$ cat src/rtl/dm_access_arbiter.sv
// Two-port arbiter in front of a single-port word-addressed data memory.
// Zero-fills the memory one word per cycle after reset, then grants accesses round-robin.
module dm_access_arbiter #(
    parameter int DEPTH          = 1024,
    parameter int AW             = 10,
    parameter bit CLEAR_ON_RESET = 1'b1
) (
    input  logic          clk,
    input  logic          reset,
    input  logic          p0_req,
    input  logic          p0_we,
    input  logic [31:0]   p0_addr,
    input  logic [31:0]   p0_wdata,
    output logic          p0_gnt,
    output logic          p0_err,
    output logic [31:0]   p0_rdata,
    input  logic          p1_req,
    input  logic          p1_we,
    input  logic [31:0]   p1_addr,
    input  logic [31:0]   p1_wdata,
    output logic          p1_gnt,
    output logic          p1_err,
    output logic [31:0]   p1_rdata,
    output logic [AW-1:0] mem_addr,
    output logic [31:0]   mem_wdata,
    output logic          mem_we,
    input  logic [31:0]   mem_rdata,
    output logic          busy
);

    typedef enum logic [1:0] {
        ST_CLEAR  = 2'd0,
        ST_IDLE   = 2'd1,
        ST_ACCESS = 2'd2
    } state_t;

    localparam logic [AW:0] CLR_END = DEPTH[AW:0];

    state_t      state_r;
    logic [AW:0] clr_cnt_r;
    logic        rr_last_r;
    logic        acc_port_r;
    logic [1:0]  gnt_r;
    logic [1:0]  err_r;
    logic [1:0]  rd_en_r;

    logic        win_s;
    logic        req_any_s;
    logic        sel_we_s;
    logic [31:0] sel_addr_s;
    logic [31:0] sel_wdata_s;
    logic        sel_legal_s;

    // Word aligned and inside the DEPTH-word window.
    function automatic logic addr_legal(input logic [31:0] addr);
        logic [31:0] hi;
        hi = addr >> (AW + 2);
        return (addr[1:0] == 2'b00) && (hi == 32'd0);
    endfunction

    assign req_any_s   = p0_req | p1_req;
    assign sel_legal_s = addr_legal(sel_addr_s);

    // Winner selection: a lone requester wins, a tie goes to the port that did not win last.
    always_comb begin
        win_s       = 1'b0;
        sel_we_s    = 1'b0;
        sel_addr_s  = 32'd0;
        sel_wdata_s = 32'd0;
        if (p0_req && p1_req) begin
            win_s = ~rr_last_r;
        end else if (p1_req) begin
            win_s = 1'b1;
        end else begin
            win_s = 1'b0;
        end
        if (win_s) begin
            sel_we_s    = p1_we;
            sel_addr_s  = p1_addr;
            sel_wdata_s = p1_wdata;
        end else begin
            sel_we_s    = p0_we;
            sel_addr_s  = p0_addr;
            sel_wdata_s = p0_wdata;
        end
    end

    // Sequencer: clear walk, arbitration and the one-cycle access, all outputs registered.
    always_ff @(posedge clk or negedge reset) begin
        if (!reset) begin
            state_r    <= CLEAR_ON_RESET ? ST_CLEAR : ST_IDLE;
            clr_cnt_r  <= '0;
            rr_last_r  <= 1'b1;
            acc_port_r <= 1'b0;
            gnt_r      <= 2'b00;
            err_r      <= 2'b00;
            rd_en_r    <= 2'b00;
            mem_addr   <= '0;
            mem_wdata  <= 32'd0;
            mem_we     <= 1'b0;
            busy       <= CLEAR_ON_RESET;
        end else begin
            case (state_r)
                ST_CLEAR: begin
                    // Counter runs one past the last word so the final write cycle is not cut short.
                    if (clr_cnt_r == CLR_END) begin
                        state_r  <= ST_IDLE;
                        mem_we   <= 1'b0;
                        mem_addr <= '0;
                        busy     <= 1'b0;
                    end else begin
                        mem_we    <= 1'b1;
                        mem_addr  <= clr_cnt_r[AW-1:0];
                        mem_wdata <= 32'd0;
                        clr_cnt_r <= clr_cnt_r + {{AW{1'b0}}, 1'b1};
                        busy      <= 1'b1;
                    end
                end
                ST_IDLE: begin
                    if (req_any_s) begin
                        state_r    <= ST_ACCESS;
                        acc_port_r <= win_s;
                        gnt_r      <= win_s ? 2'b10 : 2'b01;
                        err_r      <= win_s ? {~sel_legal_s, 1'b0} : {1'b0, ~sel_legal_s};
                        rd_en_r    <= win_s ? {~sel_we_s & sel_legal_s, 1'b0}
                                            : {1'b0, ~sel_we_s & sel_legal_s};
                        mem_addr   <= sel_addr_s[AW+1:2];
                        mem_we     <= sel_we_s & sel_legal_s;
                        mem_wdata  <= (sel_we_s & sel_legal_s) ? sel_wdata_s : 32'd0;
                    end else begin
                        state_r <= ST_IDLE;
                        gnt_r   <= 2'b00;
                        err_r   <= 2'b00;
                        rd_en_r <= 2'b00;
                        mem_we  <= 1'b0;
                    end
                end
                ST_ACCESS: begin
                    state_r   <= ST_IDLE;
                    rr_last_r <= acc_port_r;
                    gnt_r     <= 2'b00;
                    err_r     <= 2'b00;
                    rd_en_r   <= 2'b00;
                    mem_we    <= 1'b0;
                    mem_wdata <= 32'd0;
                end
                default: begin
                    state_r <= ST_IDLE;
                    gnt_r   <= 2'b00;
                    err_r   <= 2'b00;
                    rd_en_r <= 2'b00;
                    mem_we  <= 1'b0;
                    busy    <= 1'b0;
                end
            endcase
        end
    end

    assign p0_gnt   = gnt_r[0];
    assign p1_gnt   = gnt_r[1];
    assign p0_err   = err_r[0];
    assign p1_err   = err_r[1];
    assign p0_rdata = rd_en_r[0] ? mem_rdata : 32'd0;
    assign p1_rdata = rd_en_r[1] ? mem_rdata : 32'd0;

endmodule

$ cat config.mk
export PLATFORM = sky130hd
export DESIGN_NAME = dm_access_arbiter
export DESIGN_NICKNAME = d
export VERILOG_FILES = /design/src/rtl/dm_access_arbiter.sv
export SDC_FILE = /design/constraint.sdc
export NUM_CORES = 1
export LEC_CHECK = 0
export BUFFER_PORTS_ARGS = -buffer_cell sky130_fd_sc_hd__buf_2
export CAP_MARGIN = 40
export CORE_AREA = 2 2 108 110
export DETAILED_ROUTE_END_ITERATION = 8
export DIE_AREA = 0 0 110 112
export GPL_TIMING_DRIVEN = 0
export PLACE_DENSITY_LB_ADDON = 0.1
export SLEW_MARGIN = 20
export SYNTH_ARGS = -nofsm -noshare
export SYNTH_HDL_FRONTEND = slang
export SYNTH_SLANG_ARGS = --single-unit
$ cat constraint.sdc
create_clock -name clk -period 2.6 [get_ports clk]
set_clock_uncertainty 0.15 [all_clocks]
set_input_delay 0.39 -clock clk [delete_from_list [all_inputs] [get_ports clk]]
set_output_delay 0.39 -clock clk [all_outputs]
set_load 0.01 [all_outputs]
* Word level (Yosys, flattened, before mapping)
Index checks and enable logic that the tools add are counted.
** Word-level totals
- Flip-flop bits (word level) :: 65
- Bits in latches :: 0
- Memory bits (writable) :: 0
- Memory bits (read-only) :: 0
- Bits of input ports :: 166
- Output and inout port bits :: 112
- Logic and storage cells :: 67
- Memories :: 0
** Cells by class
- Add/sub/neg operators :: 1
- $mul :: 0
- Div/mod/pow operators :: 0
- Magnitude comparators :: 0
- Equal/unequal tests :: 6
- Shift-type cells :: 0
- Multiplexer cells :: 30
- Bitwise operators :: 7
- Reduce and logical (&&, ||, !) cells :: 12
** Operators with widths (count)
- $mux 32 :: 7
- $pmux 32 s3 :: 1
- $logic_not 32->1 :: 1
- $mux 10 :: 2
- $pmux 10 s2 :: 1
- $mux 2 :: 8
- $pmux 2 s2 :: 4
- $add 11x1->11 const B :: 1
- $eq 11x11->1 const B :: 1
- $ne 2x2->1 const B :: 3
- $reduce_and 2->1 :: 3
- $mux 1 :: 5
- $logic_not 2->1 :: 2
- $not 1->1 :: 4
- $pmux 1 s2 :: 2
- $reduce_and 3->1 :: 1
- $reduce_bool 3->1 :: 1
- $and 1x1->1 :: 2
- $eq 2x1->1 const B :: 1
- $eq 2x2->1 const B :: 1
- $logic_and 1x1->1 :: 2
- $reduce_bool 2->1 :: 1
- $reduce_or 2->1 :: 1
- $or 1x1->1 :: 1

* Logic depth before layout (Yosys ltp)
- Depth in word-level cells :: 9
- Gate-level depth with buffers :: 8
- Depth with buffers taken out :: 7

* Least setup slack after synthesis
OpenSTA, ideal clock, no wires.
- Path type :: reg-to-reg
- Start point :: register state_r[1]
- End point :: register mem_addr[2]
- Library setup time :: 0.135 ns
- Data arrival time :: 1.565 ns
- Required time :: 2.315 ns
- Path slack :: 0.750 ns
- Cell stages (with the launch flop) :: 8
- Path buffers :: 1
- Clock period less this slack :: 1.850 ns
- Cell sequence :: dfrtp_1 -> inv_1 -> ha_1 -> inv_2 -> or3_1 -> o21ai_1 -> clkbuf_1 -> o21ai_0
** On the way
- Word-level cells in the longest chain between the ends :: 3
- Elaborated cells on any way between the ends :: 6
- Those cells by class :: 2 x eq/ne; 1 x mux; 3 x reduce/logical
** Ends and longest elaborated chain
- start, declared :: line 39 : state_t state_r;
- start signal, assigned :: line 91 : state_r <= CLEAR_ON_RESET ? ST_CLEAR : ST_IDLE;
- $eq 2x1->1 / $logic_not 2->1 (equally long branches) :: line 103 : case (state_r)
- $ne 2x2->1 (no source line) / $reduce_bool 2->1 (equally long branches)
- $reduce_and 2->1 (no source line)
- end signal, assigned :: line 113 : mem_addr <= clr_cnt_r[AW-1:0];
- end signal, assigned :: line 127 : mem_addr <= sel_addr_s[AW+1:2];
- end, declared :: line 24 : output logic [AW-1:0] mem_addr,
Several ways; a longest one is shown, not always the timed one.
A chain may end at the register's enable or synchronous reset.

* Worst setup path after layout
- Start point :: register state_r[0]
- End point :: register mem_wdata[21]
** On the way
- Word-level cells in the longest chain between the ends :: 3
- Elaborated cells on any way between the ends :: 8
- Those cells by class :: 4 x eq/ne; 1 x mux; 3 x reduce/logical
** Ends and longest elaborated chain
- $eq 2x1->1 (tied with other cells) :: line 103
- $ne 2x2->1 (no source line) / $reduce_bool 3->1 (equally long branches)
- $reduce_and 3->1 (no source line)
- end signal, assigned :: line 129 : mem_wdata <= (sel_we_s & sel_legal_s) ? sel_wdata_s : 32'd0;
- end, declared :: line 25 : output logic [31:0] mem_wdata,
Several ways; a longest one is shown, not always the timed one.

==> results.yml <==
floorplan:
  die_area_sq_um: 12300
  die_w_um: 110
  core_sq_um: 11200
  ios: 278
  initial_core_util_pct: 36.2
  rows: 39
  die_h_um: 112
detailed_routing:
  met2WireLength_um: 6270
  drt_iter0_drc: 129
  dr_wl_met3_um: 791
  wl_per_cell_um: 15.2
  top_layer: "met4"
  vias: 4087
  drcViolationCount: 0
  ant_nets: 0
  wl_um: 12700
  met1Wirelength_um: 5420
  drtPass1Iterations: 4
  via_per_inst: 4.89
synth:
  syn-num-nets: 569
  syn_inst: 397
  synth_area_leader_cell: "dfrtp_1"
  ys_async_sr_fraction_pct: 100
  synth_edf_count: 0
  yosysWarnings: 0
  synth.most_common_cell: "and2_1"
  synth_seq_cells: 65
  synthFlopType: "dfrtp_1"
  synth_cell_types: 38
  synth_top_area_share_pct: 39.0
  ys_seq_area_share_pct: 40.3
  synth_common_cells: "and2_1, dfrtp_1, nand2_1"
  synthTopCellsByArea: "dfrtp_1, o41ai_2, mux2i_1"
  avgSynthCellArea_sq_um: 10.2
  synth_area_sq_um: 4050
cells_and_area:
  design_area_sq_um: 5940
  fillers: 1043
  final_util_pct: 53.1
  fin_nets: 859
  drive_gt1_share_pct: 50.8
  synthToLayoutAreaGrowth_pct: 46.8
  fin_cells: 836
setup_path:
  crit_type: "flip-flop to flip-flop"
  cp_data_arrival_time_ns: 2.40
  start_kind: "flip-flop"
  r2r_setup_slack_ns: 0.26
  ff2ff_path_depth: 8
  critPathRequiredTime_ns: 2.67
  cp_max_fo: 10
  crit_path_end_kind: "flip-flop"
clock_tree:
  worstSkewPairLatency_ns: 0.33
  root_buffer: "clkbuf_16"
  clockBufferDepth: 2
  clk_pin_slew_ns: 0.05
  cts_buffers: 9
  cts_max_level: 3
  postCtsSetupRepairBufs: 0
  clock_sinks: 65
  cts_tree: "done"
place:
  port_buffers: 277
  dpl.cell_count: 818
  place_ws_ns: 0.258
  dp_hpwl_um: 10100
  place.gp.congestion: 0.772
  place_area_sq_um: 5640
power_and_ir_drop:
  powerDensity_nw_per_um2: 669
  leakage_nw: 3.36
  ir_drop_v: 0.000335
  finalPower_mw: 3.97
sta:
  rsz0062_at_grt: "no"
  tns_ns: 0
  slew_viol_final: 0
  setup_slack_ns: 0.262
  fmax_mhz: 428
  worst_pin_slew_ns: 0.498
  timing.final.crit_share_pct: 89.9
  setup_violations: 0
  period_minus_slack_ns: 2.34
  slew_headroom_pct: 66.6
  finalHoldViolations: 0
  whs_ns: 0.133
worst_hold_path:
  holdCritPathClass: "input pin to flip-flop"
  holdPathStages: 2
global_routing:
  grt_max_degree: 56
  grt.total_usage_pct: 20.9
  grt_pass1_vias: 4084
  grt_pass1_wl_um: 19900
  globalRoute.totalOverflow: 0
  antenna_found_initial: 0
status:
  status: "finished clean"
job:
  drv_cap: 0
## flip-flops by register name (all words and copies together) (netlist names), 2 cells and up
signal,count
err_r,2
mem_wdata,32
clr_cnt_r,11
mem_addr,10
gnt_r,2
state_r,2
rd_en_r,2
## per-layer routing
| layer | GRT usage, % | vias up |
|---|---|---|
| met1 | 25.7 | 1931 |
| met2 | 34.6 | 148 |
| met4 | 8.61 | 0 |
| met5 | 0 | - |
| met3 | 5.04 | 19 |
| li1 | - | 1989 |
## cells by family (layout without fill, tap and decap cells)
kind of cell               count (synthesis)  in the layout  synth area share, %
and+or+nand+nor                          171            171                 22.4
AOI/OAI and AO/OA                         68             68                 18.0
DFF                                       65             65                 40.3
muxes                                     43             43                 10.7
buffers and inverters                     34            328                 4.67
xor gates and xnor gates                  10             10                 2.17
adders and majority gates                  6              6                 1.86
other                                      0              2                    0
## cell usage in the layout (no fill, tap or decap), types with 10 or more instances in the layout
master and instances:
buf_2 286, nor2_1 13, o41ai_2 30, nand2_1 59
mux2i_1 42, clkbuf_1 10, and2_1 66, xnor2_1 10
nor4_1 12, dfrtp_1 63
## power breakdown
part	switching (mW)	internal (mW)	total, mW
combinational	0.952	0.546	1.50
clock	0.430	0.716	1.15
sequential	0.128	1.20	1.33
## final cells by class
type	instances	area [sq um]	area share, %
inverter	5	18.8	0.316
multi-input combinational	298	2230	37.5
buffer	29	170	2.87
timing repair buffer	279	1430	24.0
sequential	65	1630	27.4
clock inverter	2	12.5	0.211
antenna	2	5.00	0.0843
tap	143	179	3.01
clock buffer	13	270	4.55
## timing repair
item | in CTS | in global routing
hold buffers | 1 | 0
endpoints found under the hold margin | 10 | 0
resized for setup | 0 | 0
## worst paths after layout
kind,start,end
max,state_r[0],mem_wdata[21]
min,p1_we,rd_en_r[1]
max reg2reg,state_r[0],mem_wdata[21]
min reg2reg,clr_cnt_r[10],clr_cnt_r[10]
max in group asynchronous,reset,busy
min in group asynchronous,reset,mem_addr[2]
## critical path, stage by stage (launching register included)
cell and delay, ns:
dfrtp_1 0.40, inv_1 0.11, ha_1 0.15, clkbuf_1 0.36, a41o_1 0.36, nand2b_1 0.26
buf_2 0.27, nand2_1 0.11, o41ai_2 0.07
(Power assumes the default switching activity.)
